$ cat config.mk
export PLATFORM = sky130hd
export DESIGN_NAME = vv_loader_flat
export DESIGN_NICKNAME = d
export VERILOG_FILES = /design/src/rtl/vv_loader_pkg.sv /design/src/rtl/vv_loader_if.sv /design/src/rtl/vv_loader_vec_capture_reg.sv /design/src/rtl/vv_loader.sv /design/src/flat_wrapper.sv
export SDC_FILE = /design/constraint.sdc
export NUM_CORES = 1
export LEC_CHECK = 0
export BUFFER_PORTS_ARGS = -buffer_cell sky130_fd_sc_hd__buf_2
export CORE_UTILIZATION = 50
export CTS_CLUSTER_SIZE = 20
export DETAILED_ROUTE_END_ITERATION = 8
export MAX_ROUTING_LAYER = met4
export PLACE_DENSITY_LB_ADDON = 0.08
export SLEW_MARGIN = 5
export SYNTH_ARGS = -nofsm -noshare
export SYNTH_HDL_FRONTEND = slang
export SYNTH_HIERARCHICAL = 1
export SYNTH_SLANG_ARGS = --single-unit
$ cat constraint.sdc
create_clock -name clock -period 4.6 [get_ports clock]
set_clock_uncertainty 0.1 [all_clocks]
set_input_delay 0.92 -clock clock [delete_from_list [all_inputs] [get_ports clock]]
set_output_delay 0.92 -clock clock [all_outputs]
set_load 0.01 [all_outputs]
$ cat src/rtl/vv_loader_pkg.sv
// Shared definitions for the vector-vector loader and the ops unit it feeds.
//   loader_state_e : loader FSM states
//   vv_op_t/VV_*   : op codes understood by the vv_ops datapath
//   DEF_*          : default element width and vector length
package vv_loader_pkg;

    localparam int unsigned DEF_BITS    = 8;
    localparam int unsigned DEF_VEC_LEN = 4;

    typedef logic [1:0] vv_op_t;

    localparam vv_op_t VV_MUL    = 2'b00;
    localparam vv_op_t VV_ADD    = 2'b01;
    localparam vv_op_t VV_SUB_AB = 2'b10;
    localparam vv_op_t VV_SUB_BA = 2'b11;

    typedef enum logic [1:0] {
        LOAD_A  = 2'd0,
        LOAD_B  = 2'd1,
        PRESENT = 2'd2
    } loader_state_e;

endpackage

$ cat src/rtl/vv_loader_if.sv
// Element-stream input and operand-set output handshakes of the loader.
//   in_valid/in_ready/in_data/in_op           : scalar element stream
//   vec_a/vec_b/control/vec_valid/vec_ready   : operand set to the ops unit
// slave  = loader side, master = producer/consumer side.
interface vv_loader_if
    import vv_loader_pkg::*;
#(
    parameter int unsigned IN_BITS = DEF_BITS,
    parameter int unsigned VEC_LEN = DEF_VEC_LEN
) ();

    logic                      in_valid;
    logic                      in_ready;
    logic signed [IN_BITS-1:0] in_data;
    vv_op_t                    in_op;
    logic signed [IN_BITS-1:0] vec_a [VEC_LEN];
    logic signed [IN_BITS-1:0] vec_b [VEC_LEN];
    vv_op_t                    control;
    logic                      vec_valid;
    logic                      vec_ready;

    modport slave (
        input  in_valid, in_data, in_op, vec_ready,
        output in_ready, vec_a, vec_b, control, vec_valid
    );

    modport master (
        output in_valid, in_data, in_op, vec_ready,
        input  in_ready, vec_a, vec_b, control, vec_valid
    );

endinterface

$ cat src/rtl/vv_loader_vec_capture_reg.sv
// Indexed write-enable register array holding one operand vector.
//   clock, reset : clock and async active-high reset (clears all elements)
//   we, idx, din : write din into element idx when we is high
//   vec          : registered vector contents
module vv_loader_vec_capture_reg #(
    parameter int unsigned IN_BITS = 8,
    parameter int unsigned VEC_LEN = 4,
    parameter int unsigned IDX_W   = 2
) (
    input  logic                      clock,
    input  logic                      reset,
    input  logic                      we,
    input  logic [IDX_W-1:0]          idx,
    input  logic signed [IN_BITS-1:0] din,
    output logic signed [IN_BITS-1:0] vec [VEC_LEN]
);

    always_ff @(posedge clock or posedge reset) begin
        if (reset) begin
            for (int i = 0; i < int'(VEC_LEN); i++) begin
                vec[i] <= '0;
            end
        end else if (we) begin
            vec[idx] <= din;
        end
    end

endmodule

$ cat src/rtl/vv_loader.sv
// Packs a scalar element stream into operand vectors A and B plus op code
// for the vv_ops unit, and presents them with a valid/ready handshake.
//   clock, reset : clock and async active-high reset
//   abort        : synchronous flush of any partial load or pending set
//   busy         : partial load in progress
//   bus          : element stream in, operand set out (vv_loader_if.slave)
module vv_loader
    import vv_loader_pkg::*;
#(
    parameter int unsigned IN_BITS = DEF_BITS,
    parameter int unsigned VEC_LEN = DEF_VEC_LEN
) (
    input  logic        clock,
    input  logic        reset,
    input  logic        abort,
    output logic        busy,
    vv_loader_if.slave  bus
);

    localparam int unsigned       IDX_W    = (VEC_LEN > 1) ? $clog2(VEC_LEN) : 1;
    localparam logic [IDX_W-1:0]  LAST_IDX = IDX_W'(VEC_LEN - 1);

    loader_state_e             state;
    logic [IDX_W-1:0]          idx;
    logic                      beat;
    logic                      we_a;
    logic                      we_b;
    logic signed [IN_BITS-1:0] vec_a_q [VEC_LEN];
    logic signed [IN_BITS-1:0] vec_b_q [VEC_LEN];

    // Ready depends only on state; held low while reset is asserted.
    assign bus.in_ready = !reset && (state != PRESENT);

    // abort drops a coincident element instead of storing it.
    assign beat = bus.in_valid && bus.in_ready && !abort;
    assign we_a = beat && (state == LOAD_A);
    assign we_b = beat && (state == LOAD_B);

    assign busy      = (idx != '0) || (state == LOAD_B);
    assign bus.vec_a = vec_a_q;
    assign bus.vec_b = vec_b_q;

    vv_loader_vec_capture_reg #(
        .IN_BITS(IN_BITS), .VEC_LEN(VEC_LEN), .IDX_W(IDX_W)
    ) u_cap_a (
        .clock(clock), .reset(reset), .we(we_a), .idx(idx),
        .din(bus.in_data), .vec(vec_a_q)
    );

    vv_loader_vec_capture_reg #(
        .IN_BITS(IN_BITS), .VEC_LEN(VEC_LEN), .IDX_W(IDX_W)
    ) u_cap_b (
        .clock(clock), .reset(reset), .we(we_b), .idx(idx),
        .din(bus.in_data), .vec(vec_b_q)
    );

    // Loader FSM: fill A, fill B, then hold the set until accepted.
    always_ff @(posedge clock or posedge reset) begin
        if (reset) begin
            state         <= LOAD_A;
            idx           <= '0;
            bus.control   <= VV_MUL;
            bus.vec_valid <= 1'b0;
        end else if (abort) begin
            state         <= LOAD_A;
            idx           <= '0;
            bus.vec_valid <= 1'b0;
        end else begin
            case (state)
                LOAD_A: begin
                    if (beat) begin
                        if (idx == '0) begin
                            bus.control <= bus.in_op;
                        end
                        if (idx == LAST_IDX) begin
                            state <= LOAD_B;
                            idx   <= '0;
                        end else begin
                            idx <= idx + IDX_W'(1);
                        end
                    end
                end
                LOAD_B: begin
                    if (beat) begin
                        if (idx == LAST_IDX) begin
                            state         <= PRESENT;
                            idx           <= '0;
                            bus.vec_valid <= 1'b1;
                        end else begin
                            idx <= idx + IDX_W'(1);
                        end
                    end
                end
                PRESENT: begin
                    if (bus.vec_ready) begin
                        state         <= LOAD_A;
                        bus.vec_valid <= 1'b0;
                    end
                end
                default: begin
                    state <= LOAD_A;
                    idx   <= '0;
                end
            endcase
        end
    end

endmodule

$ cat src/flat_wrapper.sv
// flat-port wrapper written by rule: the top's interface ports become plain ports
module vv_loader_flat import vv_loader_pkg::*;
#(
    parameter int unsigned IN_BITS = DEF_BITS,
    parameter int unsigned VEC_LEN = DEF_VEC_LEN
)
  (clock, reset, abort, busy, bus_in_valid, bus_in_data, bus_in_op, bus_vec_ready, bus_in_ready, bus_vec_a, bus_vec_b, bus_control, bus_vec_valid);
  vv_loader_if #(.IN_BITS(IN_BITS), .VEC_LEN(VEC_LEN)) bus_i ();
  input  logic clock;
  input  logic reset;
  input  logic abort;
  output logic busy;
  input wire logic [$bits(bus_i.in_valid)-1:0] bus_in_valid;
  input wire logic [$bits(bus_i.in_data)-1:0] bus_in_data;
  input wire logic [$bits(bus_i.in_op)-1:0] bus_in_op;
  input wire logic [$bits(bus_i.vec_ready)-1:0] bus_vec_ready;
  output wire logic [$bits(bus_i.in_ready)-1:0] bus_in_ready;
  output wire logic [$bits(bus_i.vec_a)-1:0] bus_vec_a;
  output wire logic [$bits(bus_i.vec_b)-1:0] bus_vec_b;
  output wire logic [$bits(bus_i.control)-1:0] bus_control;
  output wire logic [$bits(bus_i.vec_valid)-1:0] bus_vec_valid;
  assign bus_i.in_valid = bus_in_valid;
  assign bus_i.in_data = bus_in_data;
  assign bus_i.in_op = bus_in_op;
  assign bus_i.vec_ready = bus_vec_ready;
  assign bus_in_ready = bus_i.in_ready;
  assign bus_vec_a = {>>{bus_i.vec_a}};
  assign bus_vec_b = {>>{bus_i.vec_b}};
  assign bus_control = bus_i.control;
  assign bus_vec_valid = bus_i.vec_valid;
  vv_loader #(.IN_BITS(IN_BITS), .VEC_LEN(VEC_LEN)) u_core (.clock(clock), .reset(reset), .abort(abort), .busy(busy), .bus(bus_i));
endmodule
==> impl_metrics.yaml <==
cts:
  ctsHoldBuffers: 0
  clk_path_buf_depth: 2
  clkLatencyLatePin_ns: 0.33
  tritoncts: "done"
  cts_setup_buffers: 0
  htree_levels: 3
  cts_root_buffer: "clkbuf_8"
  cts.sinks: 71
  post_cts_resize_count: 0
  cts_buffers: 9
  clk_pin_slew_ns: 0.08
sta:
  worst_slew_pin_slew_ns: 0.643
  fin_setup_tns_ns: 0
  setup_viol: 0
  max_freq_mhz: 389
  rsz0062_at_grt: "no"
  hold_viol_final: 0
  post-route-period-util: 0.559
  fin_ws_ns: 2.03
  finalCriticalPeriod_ns: 2.57
  slew_violations: 0
  relSlewSlack: 0.571
grt:
  grt_max_degree: 33
  antenna_found_initial: 0
  overflow: 0
  track_usage: 0.205
  grt_pass1_vias: 1705
  grt_pass1_wl_microns: 8830
place:
  pre_cts_ws_ns: 1.78
  dp_hpwl_microns: 3940
  place_congestion: 0.876
  dp.cells: 335
  portBuffers: 83
die:
  design.portCount: 84
  dieArea_sq_um: 5970
  die-height_microns: 77.3
  start_util: 0.518
  die_x_microns: 77.3
  core_sq_um: 5470
  rows: 27
yosys:
  syn_inst: 178
  synthesis.nets: 195
  yosys_warnings: 6
  ys_ff_latch: 71
  synth_area_sq_um: 2830
  synthDistinctLibCells: 24
  syn_avg_cell_area_sq_um: 15.9
  yosysSeqAreaShare: 0.627
critical_path:
  r2r_setup_slack_ns: 2.39
  critPathRequiredTime_ns: 3.58
  cp_data_arrival_time_ns: 1.55
  worstSetupStartpoint: "u_core/idx[0]"
  critPathMaxFanout: 12
  timing.rr.end: "u_core/u_cap_b/vec[27]"
  crit_family: "flip-flops"
  r2r_start: "u_core/state[1]"
  rr_worst_depth: 4
  cp-endpoint: "busy"
  crit_cells: 4
  slowest_delay_ns: 0.67
  critPathBufInv: 2
  crit_path_top_delay_cell: "dfrtp_1"
  critPathKind: "flop to primary output"
  worstSetupEndpointType: "primary output"
  path_cells: "inv_1, ha_1, nand2_1, buf_2"
  worstSetupStartpointType: "flop"
hold_path:
  hold_depth: 1
  min_path_type: "flop to flop"
pwr:
  power_density_nw_per_um2: 405
  ir_drop_mv: 0.243
  p_leak_nw: 1.96
cells_and_area:
  drive_gt1_frac: 0.638
  regArea_sq_um: 1780
  area_delta_synth_final_pct: 26.5
  diodes: 0
  multiInputGateArea_sq_um: 1040
  layout_commonest_cell: "buf_2"
  nets: 291
  layout_common_cells: "buf_2, dfrtp_1, mux2_2, clkbuf_8, inv_1"
  final-instance-count-excl-fill: 351
  fillers: 445
route:
  avgViaCountPerCell: 5.06
  drc_errors: 0
  dr.pass1.iters: 4
  vias: 1776
  drt-wirelength-per-cell_microns: 15.8
  finalWirelength_microns: 5560
  drt-initial-drc-count: 31
  ant_nets: 0
run:
  cap_violations: 0
outcome:
  status: "finished clean"
==> area by class of cell <==
| class | instances | share of cell area |
|---|---|---|
| repair buffers | 85 | 0.120 |
| flip-flops and latches | 71 | 0.496 |
| clock inverters | 4 | 0.0213 |
| inverters | 5 | 0.00524 |
| well taps | 72 | 0.0251 |
| multi-input cells | 102 | 0.289 |
| clock buffers | 12 | 0.0433 |
==> synthesized netlist by cell type (all sizes together) <==
library cell,count,area [sq um]
a21bo,1,10.0
a21oi,2,10.0
a31oi,2,12.5
and2,1,6.26
and3,1,6.26
dfrtp,71,1780
ha,2,25.0
inv,5,18.8
mux2,66,743
nand2,3,11.3
nand2b,3,26.3
nand3,2,20.0
nand3b,6,60.1
nor2,1,3.75
nor2b,2,15.0
nor3,3,15.0
nor3b,2,37.5
or2,1,6.26
or3,2,12.5
or4,1,7.51
xor2,1,8.76
==> flip-flops by register name, indices dropped and copies added (netlist names) <==
name,count
u_core/u_cap_a/vec,32
u_core/bus.control,2
u_core/state,2
u_core/bus.vec_valid,1
u_core/idx,2
u_core/u_cap_b/vec,32
==> worst min-delay path by stage <==
stage	from	endpoint	slack, ns
finish	u_core/u_cap_b/vec[29]	u_core/u_cap_b/vec[29]	0.40
global route	u_core/u_cap_a/vec[14]	u_core/u_cap_a/vec[14]	0.42
CTS	u_core/u_cap_a/vec[3]	u_core/u_cap_a/vec[3]	0.41
detailed placement	u_core/u_cap_a/vec[3]	u_core/u_cap_a/vec[3]	0.39
global placement	u_core/u_cap_a/vec[9]	u_core/u_cap_a/vec[9]	0.38
floorplan	u_core/state[1]	u_core/state[0]	0.39
==> where the power goes <==
part           switching (mW)  internal, mW
registers              0.0284         0.679
clock network           0.229         0.337
logic                  0.0884        0.0885
total                   0.346          1.10
==> logic make-up (layout without fill, tap and decap cells) <==
family,Yosys count,in the layout,synth area share
simple gates,28,28,0.0804
compound gates,5,5,0.0115
xor+xnor,1,1,0.00309
buf+inv,5,106,0.00663
mux,66,66,0.262
flops,71,71,0.627
fa+ha+maj,2,2,0.00883
==> metrics by stage <==
stage / util / instance area, sq um / hold slack, ns / total power [mW]
after floorplan: - / 2830 / 0.390 / 0.814
after global placement: 0.613 / 3350 / 0.383 / 0.895
final: 0.655 / 3580 / 0.402 / 1.45
after detailed placement: 0.613 / 3350 / 0.388 / 0.900
after global routing: 0.655 / 3580 / 0.418 / 1.50
after CTS: 0.655 / 3580 / 0.405 / 1.46
==> routing by layer <==
| metal | vias up | part of all wire | GRT usage |
|---|---|---|---|
| met2 | 61 | 0.44 | 0.296 |
| met5 | - | 0 | - |
| li1 | 836 | - | - |
| met1 | 871 | 0.49 | 0.278 |
| met3 | 8 | 0.048 | 0.0393 |
| met4 | 0 | 0.019 | 0.102 |
No activity file was read; power rests on OpenSTA's default activity.
